`src/rtl/pipe_ctrl_pkg.sv`:
```
// Shared types and constants for the pipeline stall/flush sequencer.
// Holds the FSM state encoding, default mult/div latencies and the packed control word.
package pipe_ctrl_pkg;

  localparam int MULT_CYCLES_DEF = 4;
  localparam int DIV_CYCLES_DEF  = 32;
  localparam int CNT_W_DEF       = 6;

  typedef enum logic [1:0] {
    RUN      = 2'd0,
    MEM_WAIT = 2'd1,
    MD_WAIT  = 2'd2
  } state_t;

  // One field per pipeline-register control line driven by the sequencer.
  typedef struct packed {
    logic pc_write;
    logic if_id_write;
    logic if_id_flush;
    logic id_ex_bubble;
    logic ex_mem_hold;
    logic ex_mem_flush;
    logic mem_wb_bubble;
    logic exc_pc_sel;
  } ctrl_t;

  localparam ctrl_t CTRL_OFF = '0;

  localparam ctrl_t CTRL_RUN = '{
    pc_write: 1'b1, if_id_write: 1'b1, if_id_flush: 1'b0, id_ex_bubble: 1'b0,
    ex_mem_hold: 1'b0, ex_mem_flush: 1'b0, mem_wb_bubble: 1'b0, exc_pc_sel: 1'b0
  };

  // Exception squashes IF/ID/EX/MEM and redirects the PC to the vector.
  localparam ctrl_t CTRL_EXC = '{
    pc_write: 1'b1, if_id_write: 1'b1, if_id_flush: 1'b1, id_ex_bubble: 1'b1,
    ex_mem_hold: 1'b0, ex_mem_flush: 1'b1, mem_wb_bubble: 1'b1, exc_pc_sel: 1'b1
  };

  // Memory wait freezes everything upstream of MEM and drains a bubble into WB.
  localparam ctrl_t CTRL_MEM = '{
    pc_write: 1'b0, if_id_write: 1'b0, if_id_flush: 1'b0, id_ex_bubble: 1'b0,
    ex_mem_hold: 1'b1, ex_mem_flush: 1'b0, mem_wb_bubble: 1'b1, exc_pc_sel: 1'b0
  };

  // ID stall: hold PC and IF/ID, inject a bubble into EX.
  localparam ctrl_t CTRL_ID_STALL = '{
    pc_write: 1'b0, if_id_write: 1'b0, if_id_flush: 1'b0, id_ex_bubble: 1'b1,
    ex_mem_hold: 1'b0, ex_mem_flush: 1'b0, mem_wb_bubble: 1'b0, exc_pc_sel: 1'b0
  };

endpackage

```
`src/rtl/md_latency_counter.sv`:
```
// Countdown tracking how long until an issued mult/div result lands in HI/LO.
// Loads on an accepted start, decrements to zero, never wraps.
module md_latency_counter
  import pipe_ctrl_pkg::*;
#(
  parameter int MULT_CYCLES = MULT_CYCLES_DEF,
  parameter int DIV_CYCLES  = DIV_CYCLES_DEF,
  parameter int CNT_W       = CNT_W_DEF
) (
  input  logic clock,
  input  logic rst_n,
  input  logic start,
  input  logic is_div,
  input  logic clear,
  output logic busy
);

  logic [CNT_W-1:0] cnt;

  // NOTE: state registers use non-blocking assignments so every flop samples pre-edge values.
  always_ff @(posedge clock or negedge rst_n) begin
    if (!rst_n) begin
      cnt <= '0;
    end else if (clear) begin
      cnt <= '0;
    end else if (start && (cnt == '0)) begin
      cnt <= is_div ? CNT_W'(DIV_CYCLES) : CNT_W'(MULT_CYCLES);
    end else if (cnt != '0) begin
      cnt <= cnt - CNT_W'(1);
    end
  end

  assign busy = (cnt != '0);

endmodule

```
`src/rtl/pipeline_stall_ctrl.sv`:
```
// Central stall/flush sequencer for the 5-stage pipeline.
// Resolves exception, memory wait, HI/LO and load-use hazards into one set of stage controls.
module pipeline_stall_ctrl
  import pipe_ctrl_pkg::*;
#(
  parameter int MULT_CYCLES = MULT_CYCLES_DEF,
  parameter int DIV_CYCLES  = DIV_CYCLES_DEF,
  parameter int CNT_W       = CNT_W_DEF
) (
  input  logic clock,
  input  logic rst_n,
  input  logic load_use,
  input  logic branch_taken,
  input  logic md_start,
  input  logic md_is_div,
  input  logic id_uses_hilo,
  input  logic mem_req,
  input  logic mem_ready,
  input  logic exc_req,
  output logic pc_write,
  output logic if_id_write,
  output logic if_id_flush,
  output logic id_ex_bubble,
  output logic ex_mem_hold,
  output logic ex_mem_flush,
  output logic mem_wb_bubble,
  output logic exc_pc_sel,
  output logic md_busy
);

  state_t state;
  state_t state_nxt;
  ctrl_t  ctrl;
  logic   md_busy_int;
  logic   mem_stall;
  logic   md_stall;
  logic   md_accept;

  // An access already parked in MEM_WAIT keeps the stall until the bus answers.
  assign mem_stall = !exc_req && !mem_ready && (mem_req || (state == MEM_WAIT));
  assign md_stall  = !exc_req && !mem_stall && md_busy_int && id_uses_hilo;
  assign md_accept = md_start && !exc_req && !mem_stall;

  md_latency_counter #(
    .MULT_CYCLES (MULT_CYCLES),
    .DIV_CYCLES  (DIV_CYCLES),
    .CNT_W       (CNT_W)
  ) u_md_cnt (
    .clock  (clock),
    .rst_n  (rst_n),
    .start  (md_accept),
    .is_div (md_is_div),
    .clear  (exc_req),
    .busy   (md_busy_int)
  );

  always_comb begin
    // NOTE: defaults first so no path through this block leaves a signal unassigned (no latches).
    state_nxt = RUN;
    if (exc_req) begin
      state_nxt = RUN;
    end else if (mem_stall) begin
      state_nxt = MEM_WAIT;
    end else if (md_stall) begin
      state_nxt = MD_WAIT;
    end
  end

  // NOTE: only the FSM state is reset here; control outputs are combinational and forced low in reset.
  always_ff @(posedge clock or negedge rst_n) begin
    if (!rst_n) begin
      state <= RUN;
    end else begin
      state <= state_nxt;
    end
  end

  // Priority chain: a higher cause masks everything below it in the same cycle.
  always_comb begin
    ctrl = CTRL_RUN;
    if (exc_req) begin
      ctrl = CTRL_EXC;
    end else if (mem_stall) begin
      ctrl = CTRL_MEM;
    end else if (md_stall || load_use) begin
      ctrl = CTRL_ID_STALL;
    end else if (branch_taken) begin
      ctrl.if_id_flush = 1'b1;
    end
    if (!rst_n) begin
      ctrl = CTRL_OFF;
    end
  end

  assign pc_write      = ctrl.pc_write;
  assign if_id_write   = ctrl.if_id_write;
  assign if_id_flush   = ctrl.if_id_flush;
  assign id_ex_bubble  = ctrl.id_ex_bubble;
  assign ex_mem_hold   = ctrl.ex_mem_hold;
  assign ex_mem_flush  = ctrl.ex_mem_flush;
  assign mem_wb_bubble = ctrl.mem_wb_bubble;
  assign exc_pc_sel    = ctrl.exc_pc_sel;
  assign md_busy       = rst_n && md_busy_int;

endmodule

```
`config.mk`:
```
export PLATFORM = sky130hd
export DESIGN_NAME = pipeline_stall_ctrl
export DESIGN_NICKNAME = d
export VERILOG_FILES = /design/src/rtl/pipe_ctrl_pkg.sv /design/src/rtl/md_latency_counter.sv /design/src/rtl/pipeline_stall_ctrl.sv
export SDC_FILE = /design/constraint.sdc
export NUM_CORES = 1
export LEC_CHECK = 0
export BUFFER_PORTS_ARGS = -buffer_cell sky130_fd_sc_hd__buf_2
export CAP_MARGIN = 25
export CELL_PAD_IN_SITES_DETAIL_PLACEMENT = 0
export CELL_PAD_IN_SITES_GLOBAL_PLACEMENT = 2
export CORE_ASPECT_RATIO = 1.1
export CORE_MARGIN = 3
export CORE_UTILIZATION = 29
export DETAILED_ROUTE_END_ITERATION = 16
export PLACE_DENSITY = 0.8
export SLEW_MARGIN = 0
export SYNTH_ARGS = -nofsm -noshare
export SYNTH_HDL_FRONTEND = slang
export SYNTH_HIERARCHICAL = 1
export SYNTH_SLANG_ARGS = --single-unit
```
`constraint.sdc`:
```
create_clock -name clock -period 1.98 [get_ports clock]
set_input_delay 0.099 -clock clock [delete_from_list [all_inputs] [get_ports clock]]
set_output_delay 0.099 -clock clock [all_outputs]
set_load 0.005 [all_outputs]
```
==> impl_metrics.env <==
export IMPL_run_status="finished clean"
export IMPL_die_height_um=53.9
export IMPL_syn_area_per_cell_um2=9.91
export IMPL_peakVddDrop_v=0.000525
export IMPL_ys_ff_latch=8
export IMPL_maxSlewViolCount=0
export IMPL_drive_above_1_share=0.536
export IMPL_grt_use_total=0.109
export IMPL_insertion_delay_ns=0.25
export IMPL_die_width_um=49.5
export IMPL_grt_setup_unrepaired="yes"
export IMPL_max_freq_mhz=533
export IMPL_finClkSkew_ns=0.000606
export IMPL_placementRows=16
export IMPL_first_iter_violations=8
export IMPL_rr_endpoint="u_md_cnt/cnt[5]$_DFFE_PN0P_"
export IMPL_grt_pass1_vias=511
export IMPL_timing_hold_ws_ns=0.111
export IMPL_layout_area_seq_um2=200
export IMPL_synth_async_reset_ratio=1.00
export IMPL_cts_htree_levels=1
export IMPL_synth_top_cells_by_count="8 x dfrtp_1, 4 x a21oi_1, 4 x inv_1, 4 x nor2_1, 4 x nor3_1"
export IMPL_synth_top_area_cell="dfrtp_1"
export IMPL_ys_top_cells_by_area="dfrtp_1 33%, a211oi_2 4.1%, ha_1 4.1%"
export IMPL_tritoncts="done"
export IMPL_worst_r2r_cell_count=6
export IMPL_met2_length_um=656
export IMPL_wl_met1_um=530
export IMPL_max_cap_viol_count=0
export IMPL_clock_slew_seen_by_the_registers_of_the_worst_setup_and_hold_paths_ns=0.05
export IMPL_antenna_found_initial=0
export IMPL_pin_count_of_the_biggest_net_entering_global_routing=16
export IMPL_final_antenna_net_count=0
export IMPL_synth_most_common_cell="dfrtp_1"
export IMPL_dr_max_layer_used="met4"
export IMPL_cts_buffer_depth=2
export IMPL_met3WireLength_um=62
export IMPL_detail_route_drc_violations=0
export IMPL_crit_type="register to primary output"
export IMPL_synth_lib_cells_used_distinct=30
export IMPL_number_of_clock_buffers_inserted_by_tritoncts=3
export IMPL_ys_warnings_count=6
export IMPL_power_total_mw=1.15
export IMPL_min_delay_path_depth=3
export IMPL_initial_core_util=0.321
export IMPL_detail_routed_via_count_per_cell=4.52
export IMPL_drt_first_pass_iters=4
export IMPL_report_final_hold_viol_count=0
export IMPL_hold_class="input pin to register"
export IMPL_timing_critical_path_arrival_ns=1.78
export IMPL_report_final_setup_viol=0
export IMPL_i_o_pin_count=19
export IMPL_r2r_start="state[0]$_DFF_PN0_"
export IMPL_finalInstanceArea_um2=791
export IMPL_total_placed_instance_area_um2=716
export IMPL_antenna_cells_inserted=0
export IMPL_ys_flop_type="dfrtp_1"
export IMPL_floorplan_core_area_um2=1880
export IMPL_avgRoutedWirePerCell_um=11.4
export IMPL_place_worst_setup_slack_ns=0.264
export IMPL_worstMarginPinSlew_ns=0.348
export IMPL_worstPathRequired_ns=1.88
export IMPL_synth_seq_area_share=0.331
export IMPL_nNetsFinal=98
export IMPL_synthDominantCellAreaShare=0.331
export IMPL_grt_overflow_total=0
export IMPL_area_delta_synth_final_pct=30.8
export IMPL_vias=502
export IMPL_critPathMaxFanout=4
export IMPL_post_dp_hpwl_um=987
export IMPL_final_min_period_over_clock_period=0.948
export IMPL_port_buffers=18
export IMPL_clock_sink_count=8
export IMPL_multi_input_comb_area_um2=368
export IMPL_first_pass_grt_wire_length_um=2180
export IMPL_cts_root_buf="clkbuf_4"
export IMPL_synthesis_area_um2=604
export IMPL_fillers=222
export IMPL_synthCells=61
export IMPL_slew_headroom=0.768
export IMPL_die_area_um2=2670
export IMPL_post_synth_net_total=73
export IMPL_end_kind="primary output"
export IMPL_final_core_util=0.420
export IMPL_finalWorstSetupSlack_ns=0.103
export IMPL_synth_edff_count=0
export IMPL_gpl_final_weighted_congestion=0.736
export IMPL_hold_end="state[1]$_DFF_PN0_"
export IMPL_total_leakage_power_nw=0.377
export IMPL_crit_path_start_kind="register"
export IMPL_worst_hold_startpoint="id_uses_hilo"
export IMPL_ff2ff_setup_slack_ns=0.47
export IMPL_powerDensity_nw_per_um2=1450
export IMPL_fin_crit_ns=1.88
export IMPL_wl_um=1260
-- sequential cells by signal (all words and copies together), names as in the netlist --
name	cells
u_md_cnt/cnt	6
state	2
-- timing repair --
| action | in CTS | in global routing |
|---|---|---|
| pin swaps | 0 | 1 |
| resized for setup | 1 | 8 |
| hold buffers | 1 | 0 |
| buffers inserted | 0 | 1 |
| endpoints found under the setup margin | 3 | 4 |
| endpoints found under the hold margin | 8 | 0 |
-- power by group --
part | internal, mW | switching, mW
Sequential | 0.225 | 0.0657
Combinational | 0.382 | 0.355
Clock | 0.0692 | 0.0529
-- per-stage QoR --
stage          std cells  TNS, ns
2_1_floorplan         61        0
3_3_place_gp         106        0
3_5_place_dp         106        0
4_1_cts              110        0
5_1_grt              111  -0.0387
6_report             111        0
-- cell usage in the layout, fill, tap and decap left out, types with 2 or more instances in the layout --
master,n
o21a_1,3
nand3_1,3
buf_4,6
xnor2_1,2
buf_2,18
nor3b_1,3
inv_1,3
a211oi_2,2
dfrtp_1,8
nand2_1,2
nor3_1,2
nor3_2,4
nor2_1,4
clkbuf_4,3
a21oi_1,2
-- worst max-delay path, stage by stage, from the launching register on --
cell and delay (ns):
dfrtp_1 0.41, inv_2 0.08, ha_2 0.17, nor2b_4 0.14, and2_4 0.17, inv_4 0.04, a21oi_4 0.14, a21oi_2 0.08
nor3_2 0.16, buf_2 0.13
-- layer usage --
layer,track usage,up-vias
met2,0.196,15
met5,0,-
li1,-,253
met3,0.0249,2
met1,0.123,232
met4,0.0553,0
-- cell type report --
class	instances	share of cell area
Tap cell	27	0.0427
Inverter	5	0.0269
Sequential cell	8	0.253
Timing Repair Buffer	25	0.184
Clock buffer	3	0.0285
Multi-Input combinational cell	43	0.465
-- logic make-up (layout without fill, tap and decap cells) --
kind of cell	Yosys count	in the layout	synth area share
compound gates	12	12	0.184
flops	8	8	0.331
buf+inv	10	33	0.114
simple gates	26	26	0.286
fa+ha+maj	2	2	0.0414
xor+xnor	3	3	0.0435
-- worst max-delay path by stage --
stage	from	endpoint	slack (ns)	depth (start not counted)
after floorplan	u_md_cnt/cnt[0]$_DFFE_PN0P_	pc_write	0.09	10
after global placement	u_md_cnt/cnt[1]$_DFFE_PN0P_	id_ex_bubble	0.30	9
after detailed placement	u_md_cnt/cnt[1]$_DFFE_PN0P_	pc_write	0.26	9
after CTS	u_md_cnt/cnt[1]$_DFFE_PN0P_	id_ex_bubble	0.03	9
after global routing	u_md_cnt/cnt[1]$_DFFE_PN0P_	if_id_flush	-0.04	9
final	u_md_cnt/cnt[1]$_DFFE_PN0P_	if_id_flush	0.10	9
(Power assumes the default switching activity.)
